==> src/rtl/bin2bcd_7seg_seq.sv <==
// Sequential double-dabble converter: N-bit unsigned value -> DIGITS packed BCD digits plus
// active-low 7-segment fields, one shift per clock. Define BIN2BCD_LZB_EN for leading-zero blanking.
module bin2bcd_7seg_seq #(
  parameter int N      = 10,
  parameter int DIGITS = 4
) (
  input  logic                  clk,
  input  logic                  rst,
  input  logic                  start,
  input  logic [N-1:0]          A,
  output logic                  busy,
  output logic                  done,
  output logic                  ovf,
  output logic [4*DIGITS-1:0]   bcd,
  output logic [7*DIGITS-1:0]   seg
);

  localparam int CW = $clog2(N + 1);
  localparam int BW = 4 * DIGITS;
  localparam int SW = 7 * DIGITS;

  typedef enum logic [1:0] {IDLE, CONV, UPDATE} state_t;

  state_t          state_q, state_d;
  logic [N-1:0]    bin_q, bin_d;
  logic [BW-1:0]   acc_q, acc_d;
  logic [CW-1:0]   cnt_q, cnt_d;
  logic            oacc_q, oacc_d;
  logic [BW-1:0]   bcd_q, bcd_d;
  logic            ovf_q, ovf_d;
  logic [SW-1:0]   seg_q, seg_d;
  logic            done_q, done_d;

  logic [BW-1:0]   adj;
  logic [SW-1:0]   seg_nxt;

  function automatic logic [6:0] seg_code(input logic [3:0] d);
    case (d)
      4'd0:    seg_code = 7'b0000001;
      4'd1:    seg_code = 7'b1001111;
      4'd2:    seg_code = 7'b0010010;
      4'd3:    seg_code = 7'b0000110;
      4'd4:    seg_code = 7'b1001100;
      4'd5:    seg_code = 7'b0100100;
      4'd6:    seg_code = 7'b0100000;
      4'd7:    seg_code = 7'b0001111;
      4'd8:    seg_code = 7'b0000000;
      4'd9:    seg_code = 7'b0000100;
      default: seg_code = 7'b1111111;
    endcase
  endfunction

  // Add-3 correction applied before every shift.
  always_comb begin
    adj = acc_q;
    for (int k = 0; k < DIGITS; k++) begin
      if (acc_q[4*k +: 4] >= 4'd5) adj[4*k +: 4] = acc_q[4*k +: 4] + 4'd3;
    end
  end

  // Display image of the finished accumulator; dashes override any blanking.
`ifdef BIN2BCD_LZB_EN
  logic lead;
`endif
  always_comb begin
    seg_nxt = '1;
`ifdef BIN2BCD_LZB_EN
    lead = 1'b1;
`endif
    for (int k = DIGITS - 1; k >= 0; k--) begin
      if (oacc_q) begin
        seg_nxt[7*k +: 7] = 7'b1111110;
      end
`ifdef BIN2BCD_LZB_EN
      else if (lead && (acc_q[4*k +: 4] == 4'd0) && (k != 0)) begin
        seg_nxt[7*k +: 7] = 7'b1111111;
      end else begin
        lead              = 1'b0;
        seg_nxt[7*k +: 7] = seg_code(acc_q[4*k +: 4]);
      end
`else
      else begin
        seg_nxt[7*k +: 7] = seg_code(acc_q[4*k +: 4]);
      end
`endif
    end
  end

  always_comb begin
    state_d = state_q;
    bin_d   = bin_q;
    acc_d   = acc_q;
    cnt_d   = cnt_q;
    oacc_d  = oacc_q;
    bcd_d   = bcd_q;
    ovf_d   = ovf_q;
    seg_d   = seg_q;
    done_d  = 1'b0;
    case (state_q)
      IDLE: begin
        // The done cycle is spent in IDLE; a start seen then is deliberately dropped.
        if (start && !done_q) begin
          bin_d   = A;
          acc_d   = '0;
          oacc_d  = 1'b0;
          cnt_d   = CW'(N);
          state_d = CONV;
        end
      end
      CONV: begin
        oacc_d = oacc_q | adj[BW-1];
        acc_d  = {adj[BW-2:0], bin_q[N-1]};
        bin_d  = bin_q << 1;
        cnt_d  = cnt_q - CW'(1);
        if (cnt_q == CW'(1)) state_d = UPDATE;
      end
      UPDATE: begin
        bcd_d   = acc_q;
        ovf_d   = oacc_q;
        seg_d   = seg_nxt;
        done_d  = 1'b1;
        state_d = IDLE;
      end
      default: state_d = IDLE;
    endcase
  end

  always_ff @(posedge clk or posedge rst) begin
    if (rst) begin
      state_q <= IDLE;
      bin_q   <= '0;
      acc_q   <= '0;
      cnt_q   <= '0;
      oacc_q  <= 1'b0;
      bcd_q   <= '0;
      ovf_q   <= 1'b0;
      seg_q   <= '1;
      done_q  <= 1'b0;
    end else begin
      state_q <= state_d;
      bin_q   <= bin_d;
      acc_q   <= acc_d;
      cnt_q   <= cnt_d;
      oacc_q  <= oacc_d;
      bcd_q   <= bcd_d;
      ovf_q   <= ovf_d;
      seg_q   <= seg_d;
      done_q  <= done_d;
    end
  end

  assign busy = (state_q != IDLE);
  assign done = done_q;
  assign ovf  = ovf_q;
  assign bcd  = bcd_q;
  assign seg  = seg_q;

endmodule

==> config.mk <==
export PLATFORM = sky130hd
export DESIGN_NAME = bin2bcd_7seg_seq
export DESIGN_NICKNAME = d
export VERILOG_FILES = /design/src/rtl/bin2bcd_7seg_seq.sv
export SDC_FILE = /design/constraint.sdc
export NUM_CORES = 1
export LEC_CHECK = 0
export CORE_UTILIZATION = 35
export DETAILED_ROUTE_END_ITERATION = 12
export PLACE_DENSITY_LB_ADDON = 0.15
export SYNTH_ARGS = -nofsm -noshare
export SYNTH_HDL_FRONTEND = slang
export SYNTH_SLANG_ARGS = --single-unit
==> constraint.sdc <==
create_clock -name clk -period 7.9 [get_ports clk]
set_input_delay 2.37 -clock clk [delete_from_list [all_inputs] [get_ports clk]]
set_output_delay 2.37 -clock clk [all_outputs]
set_load 0.01 [all_outputs]
==> summary.txt <==
Pwr
  – Leakage power: 0.00217 µW
  – Cell area power density: 437 mW/mm²
  – Peak supply drop: 170 µV

Worst setup path
  – Worst r2r dst: seg[19]
  – Reg2reg setup slack: 5460 ps
  – Crit path launch type: flip-flop
  – CP arrival: 1530 ps
  – Crit. End Element: primary output
  – Critical Path RT: 5530 ps
  – CP max FO: 5
  – Reg2Reg Depth: 5
  – Crit Path Class: flip-flop to primary output
  – RR Startpoint: state_q[0]

Synthesis
  – Synth Area in Simple Gates: 14.8%
  – Adder-cell share of the synthesized area: 8.02%
  – Compound-Gate Fraction of Synth Area: 19.1%
  – Multiplexer share of the synthesized area: 1.23%
  – Synthesis-stage register bit count: 79
  – Syn_nets: 475
  – Netlist cell types: 37
  – Synth Instances: 436
  – Post-Syn Area: 0.00406 mm²
  – Yosys warns: 0
  – Largest family of logic cells by synthesized area: compound AO/OA/AOI/OAI gates
  – XOR/XNOR Fraction of Synth Area: 1.73%
  – Sequential cell area fraction in the yosys report: 49.6%
  – Mean Syn Cell Area: 9.30 µm²

Placed design
  – GPL Wtd Cong: 0.766
  – Placed Area: 0.00472 mm²
  – Placed cells: 609
  – Port Buffers: 59
  – DP HPWL: 5750 µm

GRT
  – Largest net degree at the start of global routing: 80
  – First-pass GRT wire length: 14900 µm
  – Grt ovf: 0
  – Grt peak-use layer: met2
  – Initial antenna violation count: 0
  – GRT met2 Usage: 26.7%
  – Overall routing resource usage: 16.1%
  – Met3 usage: 4.86%
  – Met1 usage: 20.4%
  – Vias in the first global route: 3087

Clocking
  – Clk pin slew, worst setup/hold paths: 60 ps
  – CTS Root Cell: clkbuf_16
  – Post-cts sizing count: 0
  – CTS Buffer Depth: 2
  – Total setup buffers inserted after CTS: 0
  – Worst-skew pair later-pin latency: 340 ps
  – H-tree Lvls: 3
  – CTS tree: done
  – Num CTS Buffers: 9
  – Clk sinks: 79
  – Cts hold-fix bufs: 0

Die
  – Die H: 110 µm
  – Core Box Area: 0.0111 mm²
  – Initial Util: 36.6%
  – FP Rows: 38
  – IO Pins: 60
  – Die area: 0.0120 mm²
  – Die span in x: 110 µm

Drt
  – Drt total wl: 8580 µm
  – DRT antenna net count: 0
  – # DRC: 0
  – DR WL/cell: 13.7 µm
  – TritonRoute pass-1 iters: 4
  – Via-to-Cell Ratio: 5.12
  – Iter 0 DRT Violations: 139
  – Via count: 3198

STA
  – Max Clk Rate: 0.256 GHz
  – Actual slew at the worst max-slew pin: 998 ps
  – Final Hold Vio Count: 0
  – Pins Over Slew Limit: 0
  – Final worst-path cycle share: 49.4%
  – Clock Skew: 8.06 ps
  – Final Setup Violations: 0
  – TNS Setup: 0 ps
  – WHS: 475 ps
  – Max-Slew Margin vs Limit: 33.5%
  – RSZ-0062 raised after global routing: false
  – Final Critical Period: 3900 ps

Final layout
  – Area delta synth->final: 24.2%
  – Post-route cell area: 0.00503 mm²
  – Share of post-route cells with drive strength above 1: 10.7%
  – Layout Nets: 519
  – Most common cell after layout, fill and taps aside: nand2_1
  – ANT cells: 0
  – Commonest cells after routing, fill and taps aside: nand2_1 (81), clkdlybuf4s50_1 (59), dfrtp_1 (51), o21ai_0 (44), a21oi_1 (30)
  – Non-Filler Instances: 625
  – Core Util, Final: 45.4%
  – FF/Latch Area: 0.00201 mm²
  – Area of the multi-input gates: 0.00182 mm²
  – Fillers: 1133

Run
  – Max cap viols: 0

Min path
  – Worst Hold Path Cells: 2
  – Hold path start: seg[21]
  – Hold endpoint: seg[21]
  – HP Class: flip-flop to flip-flop

Status
  – Status: complete, no violations
[how the worst max path moves through the flow]
stage | from | to | slack [ps] | cells after the start
after floorplan | rst | acc_q[0] | 3550 | 1
after global placement | start | acc_q[14] | 3790 | 5
after detailed placement | start | acc_q[14] | 3770 | 5
after CTS | state_q[1] | busy | 3980 | 2
after global routing | state_q[1] | busy | 3930 | 2
final | state_q[1] | busy | 4000 | 2
[cells by family after synthesis]
kind of cell	after synthesis
AOI/OAI and AO/OA	128
DFF	79
and+or+nand+nor	136
xor gates and xnor gates	8
muxes	5
adders and majority gates	26
buffers and inverters	54
[Yosys cell counts]
library cell	number	share of area [%]
o211ai_1	2	0.37
o21bai_1	3	0.56
nand2_1	81	7.5
xnor2_1	8	1.7
or2_1	1	0.15
o31ai_1	1	0.19
a31oi_1	6	0.93
a22o_1	2	0.43
dfrtp_1	51	31
or3_1	1	0.15
nand3_1	4	0.49
clkbuf_1	12	1.1
o22a_1	3	0.65
a21oi_1	30	3.7
nor3_1	4	0.49
a22oi_1	14	2.6
buf_1	2	0.19
and2_1	1	0.15
nor3b_1	5	0.93
o21ba_2	1	0.25
o21a_1	3	0.56
nor2b_1	4	0.62
o21ai_1	5	0.62
a211oi_1	6	1.1
ha_1	26	8.0
buf_2	16	2.0
or3b_1	1	0.22
nor2_2	1	0.15
inv_1	24	2.2
nor4b_4	1	0.59
nand3b_1	1	0.19
o21ai_0	44	5.4
o311ai_0	8	1.7
nand2b_1	5	0.77
mux2i_1	5	1.2
dfstp_2	28	18
nor2_1	26	2.4
[area by class of cell]
cell class	count	area share, %
sequential	79	40.0
tap	140	3.48
timing repair buffer	63	12.3
clock buffer	10	4.55
multi-input combinational	303	36.2
inverter	24	1.79
clock inverter	6	1.69
[report_power, final]
group          leakage, µW  switching (µW)  internal [µW]  total (µW)
clock             0.000148             162            276         438
combinational      0.00108             464            471         935
sequential        0.000939             203            624         826
total              0.00217             829           1370        2200
[routing by layer]
metal	vias to the layer above	wire [µm]	part of all wire, %
li1	1577	-	-
met1	1557	4050	47
met2	57	4120	48
met3	7	336	3.9
met4	0	80	0.93
met5	-	0	0
[critical path, cell delays in order (launching register included)]
cell and delay, ps:
dfrtp_1 450, or2_1 270, clkdlybuf4s50_1 480
[stage by stage]
step / power (µW) / setup slack (ps)
finish: 2200 / 4000
global route: 2400 / 3930
CTS: 2230 / 3980
detailed placement: 1780 / 3770
global placement: 1760 / 3790
floorplan: 1430 / 3550
[state kept, by name, indices dropped and copies added, names as in the netlist]
register  cells
state_q       2
bin_q        10
done          1
ovf           1
cnt_q         4
seg          28
acc_q        16
bcd          16
oacc_q        1
(Power assumes the default switching activity.)
